==> config.mk <==
export PLATFORM = sky130hd
export DESIGN_NAME = psum_window_acc_flat
export DESIGN_NICKNAME = d
export VERILOG_FILES = /design/src/rtl/psum_window_acc_if.sv /design/src/rtl/psum_window_acc.sv /design/src/flat_wrapper.sv
export SDC_FILE = /design/constraint.sdc
export NUM_CORES = 1
export LEC_CHECK = 0
export ABC_AREA = 1
export BUFFER_PORTS_ARGS = -buffer_cell sky130_fd_sc_hd__buf_2
export CORE_ASPECT_RATIO = 1.1
export CORE_MARGIN = 2
export CORE_UTILIZATION = 53
export CTS_CLUSTER_DIAMETER = 80
export DETAILED_ROUTE_END_ITERATION = 7
export PLACE_DENSITY = 0.85
export SLEW_MARGIN = 20
export SYNTH_ARGS = -nofsm -noshare
export SYNTH_HDL_FRONTEND = slang
export SYNTH_SLANG_ARGS = --single-unit
==> constraint.sdc <==
create_clock -name clk -period 3 [get_ports clk]
set_input_delay 0.15 -clock clk [delete_from_list [all_inputs] [get_ports clk]]
set_output_delay 0.15 -clock clk [all_outputs]
set_load 0.02 [all_outputs]
==> src/rtl/psum_window_acc_if.sv <==
// Handshake bundle for the partial-sum window accumulator: the input
// stream from the PE array and the output stream toward the output buffer.
interface psum_window_acc_if #(
  parameter int LANES  = 1,
  parameter int DATA_W = 8,
  parameter int ACC_W  = 16
) ();
  logic [LANES*DATA_W-1:0] in_data;
  logic                    in_valid;
  logic                    in_ready;
  logic [LANES*ACC_W-1:0]  out_data;
  logic                    out_valid;
  logic                    out_ready;

  // Producer/consumer side (drives samples in, consumes results)
  modport master (
    output in_data, in_valid, out_ready,
    input  in_ready, out_data, out_valid
  );

  // Accumulator side
  modport slave (
    input  in_data, in_valid, out_ready,
    output in_ready, out_data, out_valid
  );
endinterface

==> src/rtl/psum_window_acc.sv <==
// Multi-lane partial-sum window accumulator. Each lane keeps a ring buffer
// and an exact-width running sum; the window is either sliding or tumbling.
// All lanes share one input/output handshake and one fill/pointer state.
module psum_window_acc #(
  parameter int DATA_W = 8,
  parameter int ACC_W  = 16,
  parameter int WIN    = 3,
  parameter int LANES  = 1,
  parameter bit SAT    = 1'b1
) (
  input  logic                       clk,
  input  logic                       rst,
  input  logic                       en,
  input  logic                       clr,
  input  logic                       mode,
  psum_window_acc_if.slave           bus,
  output logic [$clog2(WIN+1)-1:0]   fill,
  output logic [LANES-1:0]           ovf
);

  localparam int CNT_W = $clog2(WIN + 1);
  localparam int PTR_W = $clog2(WIN);
  localparam int SUM_W = DATA_W + $clog2(WIN);

  logic             flush;
  logic             accept;
  logic             eff_mode;
  logic             produce;
  logic             tumble_done;
  logic [CNT_W-1:0] fill_reg;
  logic [CNT_W-1:0] fill_next;
  logic [PTR_W-1:0] wr_ptr_reg;
  logic             mode_reg;
  logic             out_valid_reg;

  assign flush        = rst || clr;
  // Ready never looks at in_valid, so there is no valid->ready loop upstream.
  assign bus.in_ready = en && !rst && !clr && (!out_valid_reg || bus.out_ready);
  assign accept       = bus.in_valid && bus.in_ready;
  assign bus.out_valid = out_valid_reg;
  assign fill          = fill_reg;

  // Mode in force for this accept, post-accept fill and output decision
  always_comb begin
    eff_mode  = (fill_reg == '0) ? mode : mode_reg;
    fill_next = fill_reg + 1'b1;
    if (!eff_mode && (fill_reg == CNT_W'(WIN)))
      fill_next = fill_reg;
    produce     = accept && (fill_next == CNT_W'(WIN));
    tumble_done = produce && eff_mode;
  end

  // Shared window bookkeeping and output-valid register
  always_ff @(posedge clk) begin
    if (flush) begin
      fill_reg      <= '0;
      wr_ptr_reg    <= '0;
      mode_reg      <= 1'b0;
      out_valid_reg <= 1'b0;
    end else begin
      if (accept) begin
        if (fill_reg == '0)
          mode_reg <= mode;
        fill_reg <= tumble_done ? '0 : fill_next;
        // Tumbling never touches the ring, so the pointer stays at 0 there.
        if (!eff_mode)
          wr_ptr_reg <= (wr_ptr_reg == PTR_W'(WIN - 1)) ? '0 : wr_ptr_reg + 1'b1;
      end
      if (produce)
        out_valid_reg <= 1'b1;
      else if (en && bus.out_ready)
        out_valid_reg <= 1'b0;
    end
  end

  for (genvar gi = 0; gi < LANES; gi++) begin : g_lane
    logic signed [DATA_W-1:0] buf_mem [WIN];
    logic signed [SUM_W-1:0]  sum_reg;
    logic signed [SUM_W-1:0]  sum_next;
    logic signed [DATA_W-1:0] in_s;
    logic signed [DATA_W-1:0] old_s;
    logic signed [ACC_W-1:0]  conv;
    logic                     conv_ovf;
    logic signed [ACC_W-1:0]  out_lane_reg;
    logic                     ovf_lane_reg;

    assign in_s  = bus.in_data[gi*DATA_W +: DATA_W];
    // Ring entries are zero while filling, so this is 0 until the window is full.
    assign old_s = eff_mode ? '0 : buf_mem[wr_ptr_reg];
    assign sum_next = sum_reg + SUM_W'(in_s) - SUM_W'(old_s);

    if (ACC_W >= SUM_W) begin : g_ext
      assign conv     = ACC_W'(sum_next);
      assign conv_ovf = 1'b0;
    end else if (SAT) begin : g_sat
      localparam logic signed [SUM_W-1:0] MAX_S = {{(SUM_W-ACC_W+1){1'b0}}, {(ACC_W-1){1'b1}}};
      localparam logic signed [SUM_W-1:0] MIN_S = {{(SUM_W-ACC_W+1){1'b1}}, {(ACC_W-1){1'b0}}};
      // Clamp to the signed output range, flagging any clamp
      always_comb begin
        conv     = sum_next[ACC_W-1:0];
        conv_ovf = 1'b0;
        if (sum_next > MAX_S) begin
          conv     = {1'b0, {(ACC_W-1){1'b1}}};
          conv_ovf = 1'b1;
        end else if (sum_next < MIN_S) begin
          conv     = {1'b1, {(ACC_W-1){1'b0}}};
          conv_ovf = 1'b1;
        end
      end
    end else begin : g_wrap
      assign conv     = sum_next[ACC_W-1:0];
      assign conv_ovf = (SUM_W'(conv) != sum_next);
    end

    // Per-lane ring, running sum, output data and sticky overflow
    always_ff @(posedge clk) begin
      if (flush) begin
        sum_reg <= '0;
        for (int i = 0; i < WIN; i++)
          buf_mem[i] <= '0;
        out_lane_reg <= '0;
        ovf_lane_reg <= 1'b0;
      end else if (accept) begin
        sum_reg <= tumble_done ? '0 : sum_next;
        if (!eff_mode)
          buf_mem[wr_ptr_reg] <= in_s;
        if (produce) begin
          out_lane_reg <= conv;
          if (conv_ovf)
            ovf_lane_reg <= 1'b1;
        end
      end
    end

    assign bus.out_data[gi*ACC_W +: ACC_W] = out_lane_reg;
    assign ovf[gi] = ovf_lane_reg;
  end

endmodule

==> src/flat_wrapper.sv <==
// flat-port wrapper written by rule: the top's interface ports become plain ports
module psum_window_acc_flat 
#(
  parameter int DATA_W = 8,
  parameter int ACC_W  = 16,
  parameter int WIN    = 3,
  parameter int LANES  = 1,
  parameter bit SAT    = 1'b1
)
  (clk, rst, en, clr, mode, fill, ovf, bus_in_data, bus_in_valid, bus_out_ready, bus_in_ready, bus_out_data, bus_out_valid);
  psum_window_acc_if #(.LANES(LANES), .DATA_W(DATA_W), .ACC_W(ACC_W)) bus_i ();
  input  logic clk;
  input  logic rst;
  input  logic en;
  input  logic clr;
  input  logic mode;
  output logic [$clog2(WIN+1)-1:0] fill;
  output logic [LANES-1:0] ovf;
  input wire logic [$bits(bus_i.in_data)-1:0] bus_in_data;
  input wire logic [$bits(bus_i.in_valid)-1:0] bus_in_valid;
  input wire logic [$bits(bus_i.out_ready)-1:0] bus_out_ready;
  output wire logic [$bits(bus_i.in_ready)-1:0] bus_in_ready;
  output wire logic [$bits(bus_i.out_data)-1:0] bus_out_data;
  output wire logic [$bits(bus_i.out_valid)-1:0] bus_out_valid;
  assign bus_i.in_data = bus_in_data;
  assign bus_i.in_valid = bus_in_valid;
  assign bus_i.out_ready = bus_out_ready;
  assign bus_in_ready = bus_i.in_ready;
  assign bus_out_data = bus_i.out_data;
  assign bus_out_valid = bus_i.out_valid;
  psum_window_acc #(.DATA_W(DATA_W), .ACC_W(ACC_W), .WIN(WIN), .LANES(LANES), .SAT(SAT)) u_core (.clk(clk), .rst(rst), .en(en), .clr(clr), .mode(mode), .bus(bus_i), .fill(fill), .ovf(ovf));
endmodule
== Word-level counts from Yosys, hierarchy flattened ==
Memory sizes are Yosys's and may differ from the RTL's. A register that Yosys moved wholly into a read port is not among the register bits.
Cells that the tools add are included.
W data, S select, Z words.

* Bits in writable memories: 24
* Memories kept: 1
* Latch bits: 0
* Bits in read-only memories: 0
* Flip-flop bits (word level): 26
* Output and inout bits: 21
* Input bits: 15
* Logic and storage cells: 53

{| class="wikitable"
|+ Memories
! name !! depth !! width !! rd ports !! clocked after memory_dff !! wr ports !! RTL line !! RTL
|-
| u_core.g_lane[0].buf_mem || 3 || 8 || 1 || 1 || 3 || psum_window_acc.sv:77 || <nowiki>logic signed [DATA_W-1:0] buf_mem [WIN];</nowiki>
|}

* Divide/modulo/power cells: 0
* Reductions and logical operators: 19
* Add/subtract/negate cells: 4
* Shift-type cells: 0
* Mux-type cells: 19
* $lt $le $gt $ge: 0
* Equality and inequality tests: 3
* Bitwise operators: 1
* Multipliers: 0

{| class="wikitable"
|+ Operator list
! kind !! number
|-
| $mux W8 || 2
|-
| $mux W2 || 6
|-
| $add A10 B8 Y10 || 1
|-
| $mux W1 || 10
|-
| $mux W10 || 1
|-
| $sub A10 B8 Y10 || 1
|-
| $logic_and A1 B1 Y1 || 8
|-
| $reduce_or A8 Y1 || 1
|-
| $eq A2 B2 Y1 const B || 3
|-
| $add A2 B1 Y2 const B || 2
|-
| $logic_not A1 Y1 || 4
|-
| $reduce_and A2 Y1 || 2
|-
| $logic_not A2 Y1 || 1
|-
| $logic_or A1 B1 Y1 || 2
|-
| $reduce_bool A2 Y1 || 1
|-
| $not A1 Y1 || 1
|}

== Longest topological paths before layout ==
* Depth after elaboration: 10
* Mapped depth: 19
* Gate-level depth less buffers: 19

== Worst setup path after synthesis ==
Ideal clock, no wire load.

* Path kind: reg-to-reg
* Start: register u_core.fill_reg[0] (netlist: u_core.fill[0])
* End: register u_core.g_lane[0].out_lane_reg[7] (netlist: u_core.bus.out_data[7])
* Setup time: 0.113 ns
* Slack: -0.013 ns
* Arrival time: 2.900 ns
* Period minus slack after synthesis: 3.013 ns
* Data required time: 2.887 ns
* Cell stages (with the launch flop): 18
* Path buffers: 0
* Cell sequence: dfxtp_1 -> inv_1 -> ha_1 -> inv_1 -> nand2_1 -> nand2_1 -> a21oi_1 -> fa_1 -> inv_1 -> ha_1 -> or2_2 -> and2_1 -> nand2_1 -> nand2_1 -> nand2_1 -> nand2_1 -> nor2_1 -> nor2_1

* Word-level cells in the longest chain between the ends: 8
* Elaborated cells on any way between the ends: 12
* Those cells by class: 2 x add/sub; 2 x eq/ne; 3 x mux; 5 x reduce/logical

{| class="wikitable"
|+ Ends and longest elaborated chain
! element !! RTL line !! RTL
|-
| from (decl) || psum_window_acc.sv:30 || <nowiki>logic [CNT_W-1:0] fill_reg;</nowiki>
|-
| from (signal assigned) || psum_window_acc.sv:64 || <nowiki>fill_reg <= tumble_done ? '0 : fill_next;</nowiki>
|-
| parallel branches: the longest is 8 deep, another holds $sub A10 B8 Y10 || n/a ||
|-
| to (signal assigned) || psum_window_acc.sv:128 || <nowiki>out_lane_reg <= conv;</nowiki>
|-
| to (decl) || psum_window_acc.sv:84 || <nowiki>logic signed [ACC_W-1:0] out_lane_reg;</nowiki>
|}

Parallel ways; which one is timed is not known.
A chain may end at the register's enable or synchronous reset.

== Final worst setup path ==
* Start: register u_core.fill_reg[1] (netlist: u_core.fill[1])
* End: register u_core.bus.out_data[9] (netlist name)

* Word-level cells in the longest chain between the ends: 8
* Elaborated cells on any way between the ends: 12
* Those cells by class: 2 x add/sub; 2 x eq/ne; 3 x mux; 5 x reduce/logical

{| class="wikitable"
|+ Ends and longest elaborated chain
! element
|-
| parallel branches: the longest is 8 deep, another holds $sub A10 B8 Y10
|}

Parallel ways; which one is timed is not known.

==> run metrics <==
number of routed nets with antenna violations 0; final hold violation count 0; first-pass GRT wire length 12100 µm; largest net degree at the start of global routing 17; Port Buffers 34; Reg power frac 0.465; vias in the first global route 2716; grt ovf 0; Crit Path Category reg -> reg; CTS Buf Count 9; Slowest-stage cell, CP fa_1; Achievable Freq 352 MHz; Tcrit/Tclk final 0.948; share of cells above drive strength 1 0.180; Clock Latency Late Sink 0.35 ns; Post-CTS Setup Bufs 0; DIE HEIGHT 87.0 µm; Avg Inst Size Synth 8.16 µm²; MaxCap Viol Count 0; drt pass-1 iters 5; endpoint class of the critical path register; number of flops mapped to enable cells by yosys 32; initial antenna violation count 0; Clk pin slew, worst setup/hold paths 0.07 ns; Worst EP required 3.24 ns; Setup-failing EPs final 0; Buf/Inv on CP 5; R2R depth 18; initial core utilization 0.543; vias per cell 5.18; Hold Crit Depth 1; row count 30; total power 0.00191 W; R2R setup slack 0.16 ns; switch share 0.280; First DRT Iteration DRCs 274; Sw Pwr 0.000533 W; Yosys warning count 0; CTS tree built; Max FO, Critical Path 5; number of standard cells after synthesis 407; Worst setup SP type register; Inst Count DP 511; Critical R2R Capture u_core.bus.out_data[9]; DRC errors left 0; cell internal pwr 0.00137 W; predominant post-synthesis flop cell edfxtp_1; Worst Hold End u_core.g_lane[0].buf_mem[3][0]; Mapped Area 3320 µm²; register area share after synthesis 0.458; Max VDD drop 0.376 mV; Mapped Nets 444; PwrDens 494 nW/µm²; outcome complete, no violations; CTS max path bufs 2; Cell variety after synth 33; Total Nets Final 487; Diodes inserted 0; Hold Path Class in -> reg; clk sinks 60; Detail Placement HPWL 5250 µm; HP Start bus_in_data[0]; synthesized flop and latch total 60; drt total wl 7370 µm; Die ar. 6920 µm²; non-filler cells, final 535; worst-path cell chain inv_1 -> ha_2 -> inv_2 -> nand2_4 -> nand2_4 -> a21oi_1 -> buf_4 -> fa_1 -> inv_1 -> ha_1 -> nand2_1 -> inv_1 -> a21oi_2 -> nand3_1 -> nand2_1 -> nand2_1 -> nor2_1 -> nor2_1; fill count 504; vias 2770; beginning of the worst register-to-register path u_core.fill[1]; Logic pwr share 0.171; Boundary Pins 36; GR Util All Layers 0.230; Area Growth Syn to Fin 16.2%; Die Span X 79.5 µm; flip-flop count of the largest register after layout 32; P_leak 1.77 nW; delay-heaviest family, CP adder cells; core area 6120 µm²; Worst path max stage delay 0.49 ns; wire per inst 13.8 µm; Clk network pwr share 0.365; fin crit period 2.84 ns; slew margin rel. 0.563; Crit path arrival time 3.08 ns; root buf cell clkbuf_8; H-tree depth 3; asr flop ratio synth 0; GP Congestion 0.913; Layout Skew 0.00816 ns; pins over their slew limit 0; slew at the pin with the worst max-slew slack 0.656 ns
timing repair:
item / 4_1_cts / 5_1_grt
endpoints found under the setup margin: 1 / 14
hold buffers: 7 / 0
pin swaps: 0 / 5
endpoints found under the hold margin: 7 / 0
gates cloned: 0 / 1
resized for setup: 1 / 18
worst max path at each step:
stage	cells after the start	from	endpoint
2_1_floorplan	17	u_core.fill[0]	u_core.bus.out_data[7]
3_3_place_gp	17	u_core.fill[1]	u_core.bus.out_data[7]
3_5_place_dp	14	u_core.fill[1]	u_core.g_lane[0].sum_reg[8]
4_1_cts	17	u_core.fill[1]	u_core.bus.out_data[7]
5_1_grt	15	u_core.fill[1]	u_core.g_lane[0].sum_reg[6]
6_report	18	u_core.fill[1]	u_core.bus.out_data[9]
synthesized netlist by cell type, types with 2 or more instances:
cell | instances | area (µm²)
nor2_1 | 85 | 319
o21ai_1 | 13 | 65.1
ha_1 | 13 | 163
dfxtp_1 | 28 | 561
nand4_1 | 2 | 12.5
nand3_2 | 3 | 30.0
nand3_1 | 10 | 50.1
edfxtp_1 | 32 | 961
buf_4 | 8 | 60.1
buf_2 | 2 | 10.0
or2_2 | 2 | 12.5
a21oi_1 | 26 | 130
inv_1 | 59 | 221
o21ai_0 | 17 | 85.1
xor2_1 | 3 | 26.3
inv_2 | 2 | 7.51
fa_1 | 9 | 180
nand2_1 | 73 | 274
clkbuf_1 | 6 | 22.5
cell families after synthesis:
kind of cell               after synthesis  share of synthesized area
buffers and inverters                   78                      0.100
and+or+nand+nor                        183                      0.235
AOI/OAI and AO/OA                       59                     0.0915
DFF                                     60                      0.458
adders and majority gates               22                      0.103
other                                    1                    0.00113
xor gates and xnor gates                 4                     0.0105
power by group through the flow:
| stage | sequential, W | combinational, W | clock [W] |
|---|---|---|---|
| global placement | 0.000903 | 0.000284 | 0 |
| finish | 0.000886 | 0.000325 | 0.000696 |
| global route | 0.000887 | 0.000369 | 0.000736 |
| floorplan | 0.000902 | 0.000224 | 0 |
| detailed placement | 0.000905 | 0.000292 | 0 |
| CTS | 0.000887 | 0.000306 | 0.000706 |
per-stage QoR:
step           area, µm²  utilization  setup WS [ns]  setup TNS [ns]  hold WS [ns]
2_1_floorplan       3320            -         0.0829               0         0.249
3_3_place_gp        3540        0.579          0.162               0         0.341
3_5_place_dp        3540        0.579        0.00600               0         0.346
4_1_cts             3800        0.621        0.00491               0       0.00625
5_1_grt             3860        0.631       -0.00985         -0.0256        0.0103
6_report            3860        0.631          0.156               0        0.0187
cells in the final DEF (no fill, tap or decap), types with 2 or more instances in the layout:
master         synthesis  final
inv_1                 59     58
o21ai_1               13     12
dfxtp_1               28     26
nand3_1               10     10
clkinv_2               0      2
inv_2                  2      3
nand2_4                1      4
a21oi_2                1      6
a21oi_1               26     21
nand2_1               73     70
o21ai_0               17     17
clkbuf_8               0      9
xor2_1                 3      3
nand4_1                2      2
edfxtp_1              32     32
clkinv_1               0      2
dlygate4sd3_1          0      7
or2_2                  2      2
nand3_2                3      3
buf_4                  8      6
nor2_1                85     84
ha_1                  13     12
buf_2                  2     34
fa_1                   9      9
layout make-up:
class	count	area (µm²)	area share
flip-flops and latches	60	1530	0.395
clock inverters	6	55.1	0.0143
clock buffers	10	128	0.0331
inverters	61	229	0.0593
well taps	80	100	0.0259
repair buffers	48	297	0.0768
multi-input cells	270	1530	0.395
per-layer routing:
metal  global-route usage  share of wire  vias up
met4                0.108          0.031        0
met2                0.396           0.50      108
li1                     -              -     1362
met3               0.0602          0.064       24
met5                    0              0        -
met1                0.266           0.41     1276
No activity file was read; power rests on OpenSTA's default activity.
